--- config.mk ---
export PLATFORM = sky130hd
export DESIGN_NAME = pixel_register
export DESIGN_NICKNAME = d
export VERILOG_FILES = /design/src/rtl/pixel_pkg.sv /design/src/rtl/pixel_capture_counter.sv /design/src/rtl/pixel_register.sv
export SDC_FILE = /design/constraint.sdc
export NUM_CORES = 1
export LEC_CHECK = 0
export CORE_AREA = 2 2 47 49
export CTS_CLUSTER_SIZE = 28
export DETAILED_ROUTE_END_ITERATION = 10
export DIE_AREA = 0 0 49 51
export PLACE_DENSITY = 0.77
export SLEW_MARGIN = 40
export SYNTH_ARGS = -nofsm -noshare
export SYNTH_HDL_FRONTEND = slang
export SYNTH_HIERARCHICAL = 1
export SYNTH_SLANG_ARGS = --single-unit
--- constraint.sdc ---
create_clock -name clk -period 1.7 [get_ports clk]
set_input_delay 0.17 -clock clk [delete_from_list [all_inputs] [get_ports clk]]
set_output_delay 0.17 -clock clk [all_outputs]
set_load 0.02 [all_outputs]
--- src/rtl/pixel_pkg.sv ---
// Shared pixel datapath defaults and types for the pixel capture register.
package pixel_pkg;

  localparam int unsigned PIXEL_WIDTH = 9;
  localparam int unsigned PIXEL_CNT_W = 10;

  typedef logic [PIXEL_WIDTH-1:0] pixel_t;

endpackage : pixel_pkg

--- src/rtl/pixel_capture_counter.sv ---
// Wrapping capture counter: advances by one on each enabled edge, async active-low reset.
module pixel_capture_counter
  import pixel_pkg::*;
#(
  parameter int unsigned CNT_W = PIXEL_CNT_W
) (
  input  logic             clk,
  input  logic             rst_n,
  input  logic             en_i,
  output logic [CNT_W-1:0] cnt_o
);

  logic [CNT_W-1:0] cnt_q;
  logic [CNT_W-1:0] cnt_d;

  // Wraps silently from all-ones back to zero.
  always_comb begin
    cnt_d = cnt_q;
    if (en_i) begin
      cnt_d = cnt_q + CNT_W'(1);
    end
  end

  always_ff @(posedge clk or negedge rst_n) begin
    if (!rst_n) begin
      cnt_q <= '0;
    end else begin
      cnt_q <= cnt_d;
    end
  end

  assign cnt_o = cnt_q;

endmodule : pixel_capture_counter

--- src/rtl/pixel_register.sv ---
// Pixel sample capture register with valid, load pulse and capture count.
// Optional even-parity output enabled by defining PIXEL_REGISTER_PARITY_EN.
module pixel_register
  import pixel_pkg::*;
#(
  parameter int unsigned WIDTH = PIXEL_WIDTH,
  parameter int unsigned CNT_W = PIXEL_CNT_W
) (
  input  logic             clk,
  input  logic             rst_n,
  input  logic             read,
  input  logic [WIDTH-1:0] data_in,
  output logic [WIDTH-1:0] data_out,
  output logic             valid,
  output logic             load_pulse,
  output logic [CNT_W-1:0] capture_cnt
`ifdef PIXEL_REGISTER_PARITY_EN
  ,
  output logic             parity_out
`endif
);

  logic [WIDTH-1:0] data_q;
  logic [WIDTH-1:0] data_d;
  logic             valid_q;
  logic             valid_d;
  logic             pulse_q;
  logic             pulse_d;

  // Capture on read, otherwise hold; valid is sticky until reset.
  always_comb begin
    data_d  = data_q;
    valid_d = valid_q;
    pulse_d = read;
    if (read) begin
      data_d  = data_in;
      valid_d = 1'b1;
    end
  end

  always_ff @(posedge clk or negedge rst_n) begin
    if (!rst_n) begin
      data_q  <= '0;
      valid_q <= 1'b0;
      pulse_q <= 1'b0;
    end else begin
      data_q  <= data_d;
      valid_q <= valid_d;
      pulse_q <= pulse_d;
    end
  end

  assign data_out   = data_q;
  assign valid      = valid_q;
  assign load_pulse = pulse_q;

  pixel_capture_counter #(
    .CNT_W (CNT_W)
  ) u_capture_counter (
    .clk   (clk),
    .rst_n (rst_n),
    .en_i  (read),
    .cnt_o (capture_cnt)
  );

`ifdef PIXEL_REGISTER_PARITY_EN
  logic parity_q;
  logic parity_d;

  // Parity is computed from the incoming sample so it lands with data_out.
  always_comb begin
    parity_d = parity_q;
    if (read) begin
      parity_d = ^data_in;
    end
  end

  always_ff @(posedge clk or negedge rst_n) begin
    if (!rst_n) begin
      parity_q <= 1'b0;
    end else begin
      parity_q <= parity_d;
    end
  end

  assign parity_out = parity_q;
`endif

endmodule : pixel_register

==> results_dict.tcl, run 1 <==
set metrics [dict create \
    outcome "completed" \
    worst_clock_skew_ns 0.00469 \
    grt_max_degree 22 \
    postPlaceCellArea_sq_mm 0.00122 \
    antenna_found_initial 0 \
    netlist_area_sq_um 862 \
    syn2layout_area_growth_pct 44.8 \
    yosysTopAreaCell "dfrtp_1" \
    diodes 0 \
    hold_viol 0 \
    slowest_stage "clkdlybuf4s50_1" \
    dr.pass1.iters 1 \
    slew_viol_final 0 \
    rows 17 \
    clk_path_buf_depth 2 \
    io_buffers 32 \
    synth_cell_type_count 13 \
    n_fill_cell 190 \
    design.die.area_sq_mm 0.00250 \
    setup_viol_count_final 0 \
    rsz0062_at_grt "no" \
    post_cts_buffers 0 \
    synth_nets 70 \
    synth_seq_cells 21 \
    cp.depth 1 \
    grtUsageTotal_pct 14.8 \
    drtIter0Drc 0 \
    cellLeakagePower_uw 0.000560 \
    synth_top_cell_area_share_pct 61.0 \
    grt_pass1_vias 564 \
    cp_max_fo 6 \
    syn_area_per_cell_sq_um 15.1 \
    cts_buffers 3 \
    hold_path.class "in2async" \
    route.detailed.drc 0 \
    crit_path_end_kind "output port" \
    clock_latency_ns 0.29 \
    worst_pin_slew_ns 0.263 \
    cts-resized-gates 0 \
    fin_nets 108 \
    crit_path_cell_trace "clkdlybuf4s50_1" \
    clock-sinks 21 \
    ys_seq_area_share_pct 61.0 \
    max_freq_mhz 628 \
    start_kind "flip-flop" \
    ir_drop_uv 914 \
    final_area_sq_mm 0.00125 \
    cp.required_ns 1.53 \
    fin_util_pct 60.5 \
    routabilityCongestion 0.711 \
    antenna_left 0 \
    finalSetupTns_ns 0 \
    initial_core_util_pct 41.8 \
    cts_root_buffer "clkbuf_4" \
    max_stage_delay_ns 0.65 \
    io_pins 33 \
    grt-ovfl-total 0 \
    maxCapViolCount 0 \
    reg2regPathDepth 4 \
    dp_hpwl_mm 1.21 \
    path_class "reg2out" \
    wl_mm 1.71 \
    htree_levels 1 \
    cts_hold_buf 0 \
    maxSlewHeadroom_pct 82.5 \
    path_clk_slew_ns 0.11 \
    p_per_area_mw_per_mm2 1220 \
    synth.area.top_cells "dfrtp_1 (61%), mux2_4 (16%), xor2_1 (6.1%), xnor2_1 (3.0%), nor3_2 (2.3%)" \
    synth-warning-count 6 \
    layout-drive-gt1-share_pct 20.2 \
    die_h_um 51 \
    vias 575 \
    wl_per_cell_um 14.0 \
    critPathArrivalTime_ns 1.42 \
    viasPerCell 4.71 \
    period_needed_ns 1.59 \
    crit_family "buffers and inverters" \
    core-area_sq_mm 0.00206 \
    die_w_um 49 \
    cts_tree "built" \
    crit_buf_inv 1 \
    grt_first_pass_wirelength_mm 2.79 \
    syn_inst 57 \
    finalCritPeriodShare_pct 93.7 \
]
==> layout make-up <==
class	count	area, sq um	share of cell area (%)
Sequential cell	21	526	42.1
Timing Repair Buffer	34	335	26.9
Multi-Input combinational cell	35	325	26.1
Tap cell	28	35.0	2.81
Clock buffer	3	22.5	1.80
Clock inverter	1	5.00	0.401
==> cells in the final DEF (no fill, tap or decap), drive strengths merged <==
cell,count
nor3,2
nand4,4
nor2,3
ha,1
mux2,10
clkdlybuf4s50,32
dfrtp,21
nand2,5
buf,2
xor2,6
xnor2,3
or2,1
clkbuf,3
clkinv,1
==> sequential cells by signal, indices dropped and copies added, names as in the netlist <==
register and cells:
data_out 9, u_capture_counter/cnt_o 10, valid 1, load_pulse 1
==> cell families after synthesis <==
logic type	share of synthesized area, %
flip-flops	61.0
AND/OR/NAND/NOR	10.2
multiplexers	17.0
XOR/XNOR	9.14
buffers and inverters	1.31
adder cells (fa/ha/maj)	1.45
==> cell usage after synthesis (all sizes together) <==
master  instances
nand2           5
nor3            2
or2             1
dfrtp          21
ha              1
buf             1
mux2           10
nand4           4
nor2            3
xnor2           3
xor2            6
==> layer usage <==
layer / global-route usage [%] / wire, um / vias up
met5: 0 / 0 / -
met4: 2.86 / 0 / 0
met3: 3.80 / 107 / 0
met2: 22.8 / 783 / 28
met1: 21.3 / 819 / 282
li1: - / - / 265
==> power by group <==
| group | switching, uW | internal, uW | total [uW] |
|---|---|---|---|
| clock | 141 | 87.4 | 229 |
| sequential | 130 | 603 | 733 |
| combinational | 254 | 305 | 559 |
| total | 525 | 996 | 1520 |
==> path summary, 6_finish.rpt <==
check	slack, ns	from	end
worst min register to register	0.48	valid	valid
max in group asynchronous	1.28	rst_n	u_capture_counter/cnt_o[9]
min in group clk	0.48	valid	valid
worst min-delay path	0.21	rst_n	data_out[7]
worst max register to register	0.48	u_capture_counter/cnt_o[0]	u_capture_counter/cnt_o[8]
worst max-delay path	0.11	u_capture_counter/cnt_o[0]	capture_cnt[0]
==> metrics by stage <==
stage	power [uW]	hold slack, ns	std cells	setup slack (ns)
floorplan	1010	-0.126	57	0.492
global placement	1290	0.460	118	0.249
detailed placement	1300	0.456	118	0.205
CTS	1530	0.207	122	0.105
global route	1620	0.194	122	0.00411
finish	1520	0.207	122	0.107
(Power assumes the default switching activity.)
==> run 2: changes to the inputs <==
GPL_TIMING_DRIVEN = 0   (was unset)
==> results_dict.tcl, run 2 (synthesis results as in run 1) <==
set metrics [dict create \
    met3_length_um 116 \
    grt_first_pass_wirelength_mm 2.61 \
    hold_path.class "in2async" \
    cts_root_buffer "clkbuf_4" \
    slew_viol_final 0 \
    crit_family "buffers and inverters" \
    final_common_cell "clkdlybuf4s50_1" \
    diodes 0 \
    wl_met1_um 737 \
    wl_mm 1.57 \
    viasPerCell 4.74 \
    cp.required_ns 1.53 \
    p_per_area_mw_per_mm2 1220 \
    wl_met2_um 683 \
    syn2layout_area_growth_pct 44.8 \
    power_frac_comb_pct 36.7 \
    intPower_uw 1000 \
    maxSlewHeadroom_pct 69.6 \
    cts_buffers 3 \
    cp_max_fo 6 \
    cts_tree "built" \
    critPathArrivalTime_ns 1.42 \
    die_h_um 51 \
    crit_path_end_kind "output port" \
    top_layer_used "met4" \
    core-area_sq_mm 0.00206 \
    layout-drive-gt1-share_pct 19.1 \
    design.die.area_sq_mm 0.00250 \
    io_pins 33 \
    wl_per_cell_um 12.8 \
    grt_pass1_vias 587 \
    layout_common_cells "clkdlybuf4s50_1 (31), dfrtp_1 (21), mux2_4 (9), xor2_1 (6), nand2_1 (5)" \
    drtIter0Drc 3 \
    max_stage_delay_ns 0.65 \
    crit_buf_inv 1 \
    grtUsageTotal_pct 13.9 \
    maxCapViolCount 0 \
    path_class "reg2out" \
    outcome "completed" \
    grt-ovfl-total 0 \
    antenna_left 0 \
    rows 17 \
    finalSetupTns_ns 0 \
    cellLeakagePower_uw 0.000558 \
    ir_drop_uv 899 \
    route.detailed.drc 0 \
    clock-sinks 21 \
    worst_pin_slew_ns 0.457 \
    htree_levels 1 \
    switching_share_pct 34.4 \
    pwr-share-clk_pct 15.2 \
    antenna_found_initial 0 \
    rsz0062_at_grt "no" \
    seq_power_share_pct 48.1 \
    clk_path_buf_depth 2 \
    dpl_worst_slack_ns 0.150 \
    die_w_um 49 \
    hold_viol 0 \
    clock_latency_ns 0.29 \
    fin_ws_ns 0.109 \
    max_freq_mhz 628 \
    fin_nets 108 \
    power_switching_uw 525 \
    worst_clock_skew_ns 0.000921 \
    setup_viol_count_final 0 \
    grt_max_degree 22 \
    initial_core_util_pct 41.8 \
    crit_path_cell_trace "clkdlybuf4s50_1" \
    path_clk_slew_ns 0.11 \
    dp_hpwl_mm 1.12 \
    dr.pass1.iters 4 \
    finalCritPeriodShare_pct 93.6 \
    io_buffers 32 \
    post_cts_buffers 0 \
    vias 578 \
    slowest_stage "clkdlybuf4s50_1" \
    start_kind "flip-flop" \
    routabilityCongestion 0.700 \
    largest_register_ffs 10 \
    period_needed_ns 1.59 \
]
==> run 2: timing repair <==
| action | 4_1_cts | 5_1_grt |
|---|---|---|
| hold buffers | 1 | 0 |
| endpoints found under the hold margin | 21 | 0 |
| endpoints found under the setup margin | 0 | 0 |
| gates resized for setup | 0 | 0 |
==> run 2: final cells by class <==
class	count	area, sq um
plain buffers	1	11.3
clock buffers	4	26.3
fillers	178	815
multi-input cells	35	325
flip-flops and latches	21	526
well taps	28	35.0
repair buffers	33	325
==> run 2: power groups by stage <==
stage	combinational (uW)	clock [uW]	sequential, uW
2_1_floorplan	164	0	849
3_3_place_gp	554	0	735
3_5_place_dp	563	0	737
4_1_cts	567	242	732
5_1_grt	597	264	751
6_report	559	231	734
==> run 2: per-stage QoR <==
step / cell area (sq um) / std cells / hold WS (ns) / utilization (%) / power, uW
floorplan: 862 / 57 / -0.126 / - / 1010
global placement: 1220 / 117 / 0.447 / 59.0 / 1290
detailed placement: 1210 / 117 / 0.147 / 58.8 / 1300
CTS: 1250 / 122 / 0.343 / 60.5 / 1540
global route: 1250 / 122 / 0.362 / 60.5 / 1610
finish: 1250 / 122 / 0.338 / 60.5 / 1520
==> run 2: path summary, 6_finish.rpt <==
kind                                            start                    endpoint  slack, ns  cells past startpoint
min reg2reg                u_capture_counter/cnt_o[9]  u_capture_counter/cnt_o[9]       0.48                      1
max reg2reg                u_capture_counter/cnt_o[0]  u_capture_counter/cnt_o[8]       0.50                      4
min                                             rst_n                 data_out[6]       0.34                      2
max                        u_capture_counter/cnt_o[0]              capture_cnt[0]       0.11                      1
min in group clk                           data_in[8]                 data_out[8]       0.48                      2
max in group asynchronous                       rst_n                 data_out[2]       1.05                      2
==> run 2: layer usage <==
layer	vias up	GRT usage [%]
li1	266	-
met1	280	18.4
met2	29	20.5
met3	3	4.39
met4	0	7.14
met5	-	0
